### config.mk
export PLATFORM = sky130hd
export DESIGN_NAME = lsu
export DESIGN_NICKNAME = d
export VERILOG_FILES = /design/src/rtl/definitions_pkg.sv /design/src/rtl/lsu_align.sv /design/src/rtl/lsu.sv
export SDC_FILE = /design/constraint.sdc
export NUM_CORES = 1
export LEC_CHECK = 0
export BUFFER_PORTS_ARGS = -buffer_cell sky130_fd_sc_hd__buf_2
export CORE_MARGIN = 2
export CORE_UTILIZATION = 30
export DETAILED_ROUTE_END_ITERATION = 6
export PLACE_DENSITY = 0.55
export SLEW_MARGIN = 15
export SYNTH_ARGS = -nofsm -noshare
export SYNTH_HDL_FRONTEND = slang
export SYNTH_SLANG_ARGS = --single-unit
### constraint.sdc
create_clock -name clk -period 3.65 [get_ports clk]
set_input_delay 0.73 -clock clk [delete_from_list [all_inputs] [get_ports clk]]
set_output_delay 0.73 -clock clk [all_outputs]
set_load 0.05 [all_outputs]
### src/rtl/definitions_pkg.sv
// Shared type and constant definitions for the execute/memory pipeline.
package definitions_pkg;

  localparam int unsigned XLEN = 32;

  // ALU operation select (consumed by the ALU; LSU uses the ALU_ADD result).
  typedef enum logic [3:0] {
    ALU_ADD  = 4'd0,
    ALU_SUB  = 4'd1,
    ALU_AND  = 4'd2,
    ALU_OR   = 4'd3,
    ALU_XOR  = 4'd4,
    ALU_SLL  = 4'd5,
    ALU_SRL  = 4'd6,
    ALU_SRA  = 4'd7,
    ALU_SLT  = 4'd8,
    ALU_SLTU = 4'd9
  } alu_e;

  typedef enum logic [1:0] {
    MEM_B = 2'b00,
    MEM_H = 2'b01,
    MEM_W = 2'b10
  } mem_size_e;

  typedef enum logic [1:0] {
    IDLE = 2'd0,
    REQ  = 2'd1,
    RESP = 2'd2
  } lsu_state_e;

  localparam logic [3:0] EXC_LD_MISALIGN = 4'd4;
  localparam logic [3:0] EXC_LD_FAULT    = 4'd5;
  localparam logic [3:0] EXC_ST_MISALIGN = 4'd6;
  localparam logic [3:0] EXC_ST_FAULT    = 4'd7;

  // Operation captured at accept and held for the whole transaction.
  typedef struct packed {
    logic [XLEN-1:0] addr;
    mem_size_e       size;
    logic            is_unsigned;
    logic            is_store;
    logic [4:0]      rd;
  } lsu_op_t;

  // Halfwords need bit 0 clear, words need both low bits clear.
  function automatic logic is_misaligned(input mem_size_e size, input logic [1:0] off);
    logic mis;
    case (size)
      MEM_B:   mis = 1'b0;
      MEM_H:   mis = off[0];
      default: mis = (off != 2'b00);
    endcase
    return mis;
  endfunction

endpackage

### src/rtl/lsu_align.sv
// Byte-lane steering: store byte enables/replication and load shift/extend.
module lsu_align
  import definitions_pkg::*;
(
  input  mem_size_e        st_size,
  input  logic [1:0]       st_off,
  input  logic [XLEN-1:0]  st_data,
  output logic [3:0]       st_be_c,
  output logic [XLEN-1:0]  st_wdata_c,
  input  mem_size_e        ld_size,
  input  logic [1:0]       ld_off,
  input  logic             ld_unsigned,
  input  logic [XLEN-1:0]  ld_rdata,
  output logic [XLEN-1:0]  ld_data_c
);

  logic [XLEN-1:0] ld_shift;

  // Store path: enable the addressed lanes and replicate data onto all lanes.
  always_comb begin
    st_be_c    = 4'hF;
    st_wdata_c = st_data;
    case (st_size)
      MEM_B: begin
        st_be_c    = 4'b0001 << st_off;
        st_wdata_c = {4{st_data[7:0]}};
      end
      MEM_H: begin
        st_be_c    = 4'b0011 << st_off;
        st_wdata_c = {2{st_data[15:0]}};
      end
      default: begin
        st_be_c    = 4'hF;
        st_wdata_c = st_data;
      end
    endcase
  end

  // Load path: bring the addressed lane down to bit 0, then extend.
  always_comb begin
    ld_shift  = ld_rdata >> {ld_off, 3'b000};
    ld_data_c = ld_shift;
    case (ld_size)
      MEM_B:   ld_data_c = {{24{~ld_unsigned & ld_shift[7]}}, ld_shift[7:0]};
      MEM_H:   ld_data_c = {{16{~ld_unsigned & ld_shift[15]}}, ld_shift[15:0]};
      default: ld_data_c = ld_shift;
    endcase
  end

endmodule

### src/rtl/lsu.sv
// Load/store unit: one data-memory transaction at a time over req/gnt/rvalid.
module lsu
  import definitions_pkg::*;
#(
  parameter int unsigned RESP_TIMEOUT = 255
) (
  input  logic             clk,
  input  logic             rst_n,
  input  logic             ex_valid,
  output logic             ex_ready,
  input  logic             ex_load,
  input  logic             ex_store,
  input  mem_size_e        ex_size,
  input  logic             ex_unsigned,
  input  logic [XLEN-1:0]  ex_addr,
  input  logic [XLEN-1:0]  ex_wdata,
  input  logic [4:0]       ex_rd,
  output logic             dmem_req,
  output logic             dmem_we,
  output logic [XLEN-1:0]  dmem_addr,
  output logic [3:0]       dmem_be,
  output logic [XLEN-1:0]  dmem_wdata,
  input  logic             dmem_gnt,
  input  logic             dmem_rvalid,
  input  logic [XLEN-1:0]  dmem_rdata,
  input  logic             dmem_err,
  output logic             wb_valid,
  output logic [4:0]       wb_rd,
  output logic [XLEN-1:0]  wb_data,
  output logic             exc_valid,
  output logic [3:0]       exc_cause,
  output logic [XLEN-1:0]  exc_addr
);

  localparam int unsigned CNT_W = (RESP_TIMEOUT > 1) ? $clog2(RESP_TIMEOUT + 1) : 1;

  lsu_state_e       state_q, state_d;
  lsu_op_t          op_q, op_d;
  logic [CNT_W-1:0] cnt_q, cnt_d;
  logic             ex_ready_q, ex_ready_d;
  logic             dmem_req_q, dmem_req_d;
  logic             dmem_we_q, dmem_we_d;
  logic [XLEN-1:0]  dmem_addr_q, dmem_addr_d;
  logic [3:0]       dmem_be_q, dmem_be_d;
  logic [XLEN-1:0]  dmem_wdata_q, dmem_wdata_d;
  logic             wb_valid_q, wb_valid_d;
  logic [4:0]       wb_rd_q, wb_rd_d;
  logic [XLEN-1:0]  wb_data_q, wb_data_d;
  logic             exc_valid_q, exc_valid_d;
  logic [3:0]       exc_cause_q, exc_cause_d;
  logic [XLEN-1:0]  exc_addr_q, exc_addr_d;

  logic [3:0]       st_be_c;
  logic [XLEN-1:0]  st_wdata_c;
  logic [XLEN-1:0]  ld_data_c;
  logic             accept_c;
  logic             misal_c;
  logic             timeout_c;

  lsu_align u_align (
    .st_size     (ex_size),
    .st_off      (ex_addr[1:0]),
    .st_data     (ex_wdata),
    .st_be_c     (st_be_c),
    .st_wdata_c  (st_wdata_c),
    .ld_size     (op_q.size),
    .ld_off      (op_q.addr[1:0]),
    .ld_unsigned (op_q.is_unsigned),
    .ld_rdata    (dmem_rdata),
    .ld_data_c   (ld_data_c)
  );

  // Accept only real memory ops; a request with neither load nor store is dropped.
  assign accept_c  = ex_valid && ex_ready_q && (ex_load || ex_store);
  assign misal_c   = is_misaligned(ex_size, ex_addr[1:0]);
  assign timeout_c = (RESP_TIMEOUT != 0) && (cnt_q == CNT_W'(RESP_TIMEOUT - 1));

  // Next-state and registered-output computation.
  always_comb begin
    state_d      = state_q;
    op_d         = op_q;
    cnt_d        = cnt_q;
    dmem_req_d   = dmem_req_q;
    dmem_we_d    = dmem_we_q;
    dmem_addr_d  = dmem_addr_q;
    dmem_be_d    = dmem_be_q;
    dmem_wdata_d = dmem_wdata_q;
    wb_valid_d   = 1'b0;
    wb_rd_d      = wb_rd_q;
    wb_data_d    = wb_data_q;
    exc_valid_d  = 1'b0;
    exc_cause_d  = exc_cause_q;
    exc_addr_d   = exc_addr_q;

    case (state_q)
      IDLE: begin
        cnt_d = '0;
        if (accept_c) begin
          if (misal_c) begin
            exc_valid_d = 1'b1;
            exc_cause_d = ex_load ? EXC_LD_MISALIGN : EXC_ST_MISALIGN;
            exc_addr_d  = ex_addr;
          end else begin
            op_d.addr        = ex_addr;
            op_d.size        = ex_size;
            op_d.is_unsigned = ex_unsigned;
            op_d.is_store    = ~ex_load;
            op_d.rd          = ex_rd;
            dmem_req_d       = 1'b1;
            dmem_we_d        = ~ex_load;
            dmem_addr_d      = {ex_addr[XLEN-1:2], 2'b00};
            dmem_be_d        = st_be_c;
            dmem_wdata_d     = ex_load ? '0 : st_wdata_c;
            state_d          = REQ;
          end
        end
      end

      REQ: begin
        if (dmem_gnt) begin
          dmem_req_d = 1'b0;
          cnt_d      = '0;
          state_d    = RESP;
        end
      end

      RESP: begin
        cnt_d = cnt_q + CNT_W'(1);
        if (dmem_rvalid) begin
          if (dmem_err) begin
            exc_valid_d = 1'b1;
            exc_cause_d = op_q.is_store ? EXC_ST_FAULT : EXC_LD_FAULT;
            exc_addr_d  = op_q.addr;
          end else if (!op_q.is_store) begin
            wb_valid_d = 1'b1;
            wb_rd_d    = op_q.rd;
            wb_data_d  = ld_data_c;
          end
          dmem_we_d = 1'b0;
          cnt_d     = '0;
          state_d   = IDLE;
        end else if (timeout_c) begin
          exc_valid_d = 1'b1;
          exc_cause_d = op_q.is_store ? EXC_ST_FAULT : EXC_LD_FAULT;
          exc_addr_d  = op_q.addr;
          dmem_we_d   = 1'b0;
          cnt_d       = '0;
          state_d     = IDLE;
        end
      end

      default: begin
        state_d = IDLE;
        cnt_d   = '0;
      end
    endcase

    ex_ready_d = (state_d == IDLE);
  end

  // State and output registers; reset abandons any transaction in flight.
  always_ff @(posedge clk or negedge rst_n) begin
    if (!rst_n) begin
      state_q      <= IDLE;
      op_q         <= '0;
      cnt_q        <= '0;
      ex_ready_q   <= 1'b1;
      dmem_req_q   <= 1'b0;
      dmem_we_q    <= 1'b0;
      dmem_addr_q  <= '0;
      dmem_be_q    <= '0;
      dmem_wdata_q <= '0;
      wb_valid_q   <= 1'b0;
      wb_rd_q      <= '0;
      wb_data_q    <= '0;
      exc_valid_q  <= 1'b0;
      exc_cause_q  <= '0;
      exc_addr_q   <= '0;
    end else begin
      state_q      <= state_d;
      op_q         <= op_d;
      cnt_q        <= cnt_d;
      ex_ready_q   <= ex_ready_d;
      dmem_req_q   <= dmem_req_d;
      dmem_we_q    <= dmem_we_d;
      dmem_addr_q  <= dmem_addr_d;
      dmem_be_q    <= dmem_be_d;
      dmem_wdata_q <= dmem_wdata_d;
      wb_valid_q   <= wb_valid_d;
      wb_rd_q      <= wb_rd_d;
      wb_data_q    <= wb_data_d;
      exc_valid_q  <= exc_valid_d;
      exc_cause_q  <= exc_cause_d;
      exc_addr_q   <= exc_addr_d;
    end
  end

  assign ex_ready   = ex_ready_q;
  assign dmem_req   = dmem_req_q;
  assign dmem_we    = dmem_we_q;
  assign dmem_addr  = dmem_addr_q;
  assign dmem_be    = dmem_be_q;
  assign dmem_wdata = dmem_wdata_q;
  assign wb_valid   = wb_valid_q;
  assign wb_rd      = wb_rd_q;
  assign wb_data    = wb_data_q;
  assign exc_valid  = exc_valid_q;
  assign exc_cause  = exc_cause_q;
  assign exc_addr   = exc_addr_q;

endmodule

# Yosys cells after proc, flatten, opt, wreduce, memory -nomap -nowiden
# Index checks and enable logic that the tools add are counted.
[totals]
register_bits = 195
elab_cells = 104
[op_classes]
n_shift = 3
n_addsub = 1
n_eq_ne = 11
reduce_logical = 15
n_bitwise = 7
n_mux = 48
[op_table]
columns = ["op", "count"]
rows = [
  ["$mux W32", 6],
  ["$pmux W32 S2", 3],
  ["$shr A32 B5 Y32", 1],
  ["$mux W8", 3],
  ["$mux W4", 5],
  ["$mux W1", 16],
  ["$pmux W4 S2", 2],
  ["$pmux W8 S2", 1],
  ["$mux W2", 7],
  ["$reduce_and A4 Y1", 3],
  ["$add A8 B1 Y8 const B", 1],
  ["$eq A8 B8 Y1 const B", 1],
  ["$logic_not A2 Y1", 4],
  ["$ne A2 B2 Y1 const B", 4],
  ["$pmux W1 S2", 4],
  ["$eq A2 B1 Y1 const B", 3],
  ["$ne A3 B3 Y1 const B", 2],
  ["$pmux W2 S3", 1],
  ["$reduce_bool A2 Y1", 3],
  ["$not A1 Y1", 5],
  ["$reduce_and A5 Y1", 1],
  ["$shl A1 B2 Y4 const A", 1],
  ["$shl A2 B2 Y4 const A", 1],
  ["$reduce_and A3 Y1", 1],
  ["4 further kinds", 6],
]

# Longest topological paths before layout
# Gate-level depths: netlist of the first run.
[depth]
depth_word = 6
mapped_depth = 9
depth_no_buf = 6

# Modules after synthesis
# Synthesis of the first run repeated with hierarchy kept, for this count alone.
[hier_totals]
cells_unflattened = 738
area_unflattened_um2 = 8546.9
[modules_own_cells]
columns = ["module", "area_per_inst_um2", "instances", "cells_per_inst"]
rows = [
  ["lsu", 7317.0, 1, 573],
  ["lsu_align", 1229.9, 1, 165],
]

# Worst setup path after synthesis of the first run
# No wires, ideal clock.
[synth_path]
path_kind = "input-to-reg"
startpoint = "input port ex_load"
endpoint = "register exc_addr_q[10] (netlist: exc_addr[10])"
arrival_ns = 2.341
stages = 7
n_path_buf = 3
t_required_ns = 3.525
slack_ns = 1.184
cell_sequence = "buf_4 o211ai_2 or3_1 buf_2 o32ai_4 buf_6 mux2_2"
[synth_via]
elab_chain_len = 4
[synth_lines]
columns = ["item", "line", "text"]
rows = [
  ["start: declaration", "lsu.sv:11", "input logic ex_load,"],
  ["$logic_or A1 B1 Y1", "lsu.sv:74", "assign accept_c = ex_valid && ex_ready_q && (ex_load || ex_store);"],
  ["$logic_and A1 B1 Y1", "lsu.sv:74", ""],
  ["$ne A2 B2 Y1 (no source line)", "n/a", ""],
  ["$reduce_and A5 Y1 (no source line)", "n/a", ""],
  ["end signal: assignment", "lsu.sv:194", "exc_addr_q <= exc_addr_d;"],
  ["end: declaration", "lsu.sv:51", "logic [XLEN-1:0] exc_addr_q, exc_addr_d;"],
]
# Every way passes these cells.
# A chain may end at the register's enable or synchronous reset.

# Worst setup path after layout of the first run
[layout_path]
startpoint = "register ex_ready_q (netlist: ex_ready)"
endpoint = "register op_q[1] (netlist name)"
[layout_via]
elab_chain_len = 3
[layout_lines]
columns = ["item", "line", "text"]
rows = [
  ["start: declaration", "lsu.sv:40", "logic ex_ready_q, ex_ready_d;"],
  ["start signal: assignment", "lsu.sv:183", "ex_ready_q <= ex_ready_d;"],
  ["$logic_and A1 B1 Y1 (2 in a row)", "lsu.sv:74", ""],
  ["$reduce_and A3 Y1 (no source line)", "n/a", ""],
  ["end signal: assignment", "lsu.sv:181", "op_q <= op_d;"],
  ["end: declaration", "lsu.sv:38", "lsu_op_t op_q, op_d;"],
]
# Every way passes these cells.

==> impl_metrics.tcl, run 1 <==
set metrics [dict create \
    layout.nets 1088 \
    die_h_um 167 \
    leakage_nw 4.91 \
    clock_path_buffers 2 \
    tightest_slew_ns 0.799 \
    syn-cell-area_um2 7990 \
    slew_headroom_pct 46.6 \
    max_freq_mhz 407 \
    syn2layout_area_growth_pct 24.9 \
    drtIter0Drc 547 \
    vias 6397 \
    final_cells 1322 \
    drt_wl_total_mm 22.8 \
    groute.layer.met2.usage_pct 25.4 \
    fin_skew_ns 0.0102 \
    dp_hpwl_mm 15.8 \
    hold_buffers 0 \
    dpl-instance-area_um2 9360 \
    crit_type "flip-flop to flip-flop" \
    drc 21 \
    antenna_cells 0 \
    rsz0062_at_grt "no" \
    min_period_ns 2.46 \
    cp.arrival_ns 2.76 \
    synth_flop_cell "dfrtp_1" \
    syn_inst 768 \
    hp-class "input pin to async pin" \
    setup_tns_ns 0 \
    postCtsSetupRepairBufs 0 \
    clkTransAtPathRegs_ns 0.07 \
    ys_types 51 \
    grt-ovfl-total 0 \
    finalSetupViolations 0 \
    power.total_mw 10.3 \
    root_buffer "clkbuf_16" \
    final_layout_size_suffix_gt1_share_pct 40.1 \
    maxSlewViolCount 0 \
    seq_area_frac_synth_pct 51.4 \
    synth_top_area_share_pct 51.1 \
    boundaryPins 258 \
    synth_edf_count 0 \
    end_kind "flip-flop" \
    synth.most_common_cell "dfrtp_1" \
    layout_setup_ws_ns 1.19 \
    gr-usage-all-layers_pct 16.5 \
    dp_slack_ns 0.860 \
    reg2reg_depth 5 \
    fp.dieW_um 167 \
    holdWs_ns 0.335 \
    clock_latency_ns 0.42 \
    grt.busiest_layer "met2" \
    grtUsageMet3_pct 5.53 \
    syn_avg_cell_area_um2 10.4 \
    crit_required_ns 3.95 \
    wl_per_cell_um 17.3 \
    gp_congestion 0.795 \
    cp-start-kind "flip-flop" \
    synth_top_cell_by_area "dfrtp_1" \
    drt-vias-per-instance 4.84 \
    synth_area_leaders "dfrtp_1 51%, mux2_2 11%, nand2_1 7.0%, mux2i_1 5.0%, buf_4 3.2%" \
    cts_num_sinks 164 \
    r2r_slack_ns 1.19 \
    synth_warnings 0 \
    ys_async_sr_fraction_pct 100 \
    peakVddDrop_v 0.000620 \
    drv_cap 0 \
    htree_num_levels 4 \
    status "finished, violations left" \
    worst-path-max-fanout 42 \
    route.antenna.remaining_nets 0 \
    post-place-cells 1290 \
    io_buffer_count 254 \
    cts_resized 0 \
    dr.pass1.iters 7 \
    grtUsageMet1_pct 22.5 \
    cts_buffers 17 \
    design_area_um2 9970 \
    cts_tree "yes" \
    finalHoldViolCount 0 \
    ys_ff_latch 164 \
    grt_pass1_vias 6454 \
    power_density_nw_per_um2 1030 \
    synth_common_cells "163 x dfrtp_1, 149 x nand2_1, 79 x mux2_2" \
    row_count 59 \
    die-area_um2 28000 \
    period_share_pct 67.3 \
    initial_core_util_pct 30.6 \
    violations "design-rule violations" \
    grt_max_degree 77 \
    coreArea_um2 26100 \
    fin_util_pct 38.2 \
    antenna_found_initial 1 \
    grt_pass1_wl_mm 36.6 \
    fill_cells 2641 \
]
==> worst max-delay path: stages (launching register included) <==
cell and delay [ns]:
dfstp_2 0.57, o211ai_2 0.14, or3_1 0.42, buf_4 0.30, nor2_2 0.51, mux2_2 0.40
==> path summary, 6_finish.rpt <==
path | start | end
setup / recovery | ex_ready | op_q[1]
hold / removal | rst_n | wb_rd[2]
setup reg to reg | ex_ready | op_q[1]
hold reg to reg | op_q[1] | wb_rd[1]
max in group asynchronous | rst_n | op_q[32]
min in group clk | op_q[1] | wb_rd[1]
==> layer usage <==
layer | part of all wire [%] | up-vias
met4 | 1.3 | 2
met2 | 45 | 231
met5 | 0.057 | -
met3 | 8.2 | 24
met1 | 46 | 3086
li1 | - | 3054
==> power by group <==
group	switching, mW	total, mW	internal (mW)
registers	0.461	3.07	2.61
clock network	0.763	1.90	1.14
logic	3.92	5.29	1.37
==> sequential cells by signal (all words and copies together), names as in the netlist, 2 cells and up <==
register	count
state_q	2
exc_cause	3
dmem_be	4
cnt_q	8
wb_rd	5
exc_addr	32
op_q	40
dmem_wdata	32
wb_data	32
==> cell usage in the layout (no fill, tap or decap), types with 18 or more instances in the layout <==
cell / synthesis / layout
nand2_1: 149 / 149
o31ai_1: 24 / 24
mux2i_1: 40 / 40
nand3_1: 19 / 19
buf_2: 11 / 253
buf_4: 34 / 18
nor2_1: 28 / 27
a21oi_1: 29 / 29
dfrtp_1: 163 / 163
o21ai_0: 49 / 49
mux2_2: 79 / 79
==> cells by family (layout without fill, tap and decap cells) <==
| family | count (synthesis) | in the layout | share of synthesized area, % |
|---|---|---|---|
| buf+inv | 96 | 313 | 6.84 |
| fa+ha+maj | 2 | 2 | 0.313 |
| compound gates | 145 | 145 | 11.8 |
| xor+xnor | 4 | 4 | 0.439 |
| simple gates | 235 | 235 | 12.6 |
| mux | 121 | 121 | 16.6 |
| other cells | 1 | 3 | 0.0469 |
| flops | 164 | 164 | 51.4 |
==> layout make-up <==
cell class	count	area, um^2	share of cell area [%]
Tap cell	335	419	4.20
Sequential cell	164	4110	41.2
Multi-Input combinational cell	510	3350	33.6
Inverter	7	26.3	0.263
Clock inverter	10	145	1.46
Clock buffer	22	474	4.75
Timing Repair Buffer	274	1450	14.6
Note: power is estimated with default switching activity, not from simulation.
==> inputs of run 2 (changes only) <==
- clock period: 3.65 -> 2.3 ns (I/O delays scaled with it)
==> impl_metrics.tcl, run 2 (same netlist as run 1, synthesis figures left out) <==
set metrics [dict create \
    design_area_um2 10100 \
    io_buffer_count 254 \
    grtUsageMet3_pct 4.07 \
    vias 6354 \
    finalHoldViolCount 0 \
    mostFrequentLayoutCell "buf_2" \
    dp_hpwl_mm 16.2 \
    swShare_pct 50.2 \
    end_kind "flip-flop" \
    tightest_slew_ns 0.578 \
    crit_type "flip-flop to flip-flop" \
    boundaryPins 258 \
    drtIter0Drc 517 \
    grt_pass1_wl_mm 36.5 \
    leakage_nw 4.96 \
    die_h_um 167 \
    largest_reg_flops 40 \
    cts_buffers 17 \
    peakVddDrop_v 0.000780 \
    intPower_mw 8.11 \
    crit_required_ns 2.61 \
    worst-path-max-fanout 19 \
    min_period_ns 2.10 \
    htree_num_levels 4 \
    hp-class "input pin to async pin" \
    layout.nets 1099 \
    route.antenna.remaining_nets 0 \
    wl_per_cell_um 17.1 \
    groute.layer.met2.usage_pct 25.8 \
    fp.dieW_um 167 \
    fin_util_pct 38.6 \
    r2r-start "ex_ready" \
    seq_power_share_pct 30.0 \
    path_cells "o211ai_2 > or3_1 > buf_4 > nor2_2 > buf_12 > mux2_2" \
    setup_tns_ns 0 \
    power.total_mw 16.3 \
    fill_cells 2642 \
    power_frac_comb_pct 52.0 \
    rsz0062_at_grt "no" \
    status "finished, violations left" \
    largest-register "op_q" \
    clkTransAtPathRegs_ns 0.07 \
    die-area_um2 28000 \
    final_layout_size_suffix_gt1_share_pct 40.7 \
    antenna_found_initial 3 \
    cp_slowest_cell "dfstp_2" \
    initial_core_util_pct 30.6 \
    fin_skew_ns 0.00938 \
    maxSlewViolCount 0 \
    coreArea_um2 26100 \
    grt-ovfl-total 0 \
    max_freq_mhz 476 \
    syn2layout_area_growth_pct 26.3 \
    clock_latency_ns 0.43 \
    slew_headroom_pct 61.3 \
    postCtsSetupRepairBufs 0 \
    crit_start "ex_ready" \
    switching_power_mw 8.18 \
    layout_setup_ws_ns 0.200 \
    power_frac_clock_pct 18.0 \
    cpPeakStageDelay_ns 0.53 \
    clock_path_buffers 2 \
    grtUsageMet1_pct 22.7 \
    drt-vias-per-instance 4.76 \
    grt_pass1_vias 6418 \
    period_share_pct 91.3 \
    dpl-instance-area_um2 9490 \
    violations "design-rule violations" \
    row_count 59 \
    drc 34 \
    cts_tree "yes" \
    grt.busiest_layer "met2" \
    dp_slack_ns 0.152 \
    root_buffer "clkbuf_16" \
    gp_congestion 0.797 \
    drt_wl_total_mm 22.9 \
    cp.arrival_ns 2.41 \
    cp-start-kind "flip-flop" \
    drv_cap 0 \
    power_density_nw_per_um2 1610 \
    gr-usage-all-layers_pct 16.5 \
    finalSetupViolations 0 \
    cts_resized 0 \
    dr.pass1.iters 7 \
    grt_max_degree 95 \
    cts_num_sinks 164 \
    final_cell_mix "253 x buf_2, 163 x dfrtp_1, 149 x nand2_1" \
    hold_buffers 0 \
]
==> run 2: through the flow <==
| step | hold slack, ns | std cells |
|---|---|---|
| after floorplan | 0.164 | 770 |
| after global placement | 0.446 | 1301 |
| after detailed placement | 0.454 | 1301 |
| after CTS | 0.0471 | 1333 |
| after global routing | 0.0659 | 1334 |
| final | 0.0351 | 1336 |
==> run 2: routing by layer <==
layer  vias up  part of all wire, %
met5         -                    0
met2       199                   47
met1      3066                   46
li1       3065                    -
met4         0                  1.5
met3        24                  5.6
==> run 2: path summary, 6_finish.rpt <==
| path | end | slack, ns | cells after the start |
|---|---|---|---|
| min in group clk | op_q[0] | 0.28 | 2 |
| max | op_q[3] | 0.20 | 6 |
| max in group asynchronous | exc_addr[23] | 1.80 | 2 |
| min | wb_rd[3] | 0.04 | 2 |
| min reg2reg | wb_rd[4] | 0.47 | 2 |
| max reg2reg | op_q[3] | 0.20 | 6 |
==> run 2: power groups by stage <==
stage          sequential, mW  combinational (mW)  clock (mW)
2_1_floorplan            7.83                3.73           0
3_3_place_gp             4.92                8.49           0
3_5_place_dp             4.94                8.54           0
4_1_cts                  4.91                8.55        3.05
5_1_grt                  5.07                8.96        3.14
6_report                 4.89                8.47        2.93
==> run 2: critical path, delay by kind of cell, from the launching register on <==
kind,cells,cell delay (ns)
mux,1,0.33
simple gates,2,0.61
buf+inv,2,0.39
flops,1,0.53
compound gates,1,0.11
==> run 2: cell type report <==
type,count,area [um^2],area share (%)
diodes,3,7.51,0.0744
clock inverters,12,155,1.54
multi-input cells,510,3360,33.3
clock buffers,20,437,4.33
well taps,335,419,4.15
flip-flops and latches,164,4110,40.7
inverters,7,26.3,0.260
repair buffers,285,1590,15.7
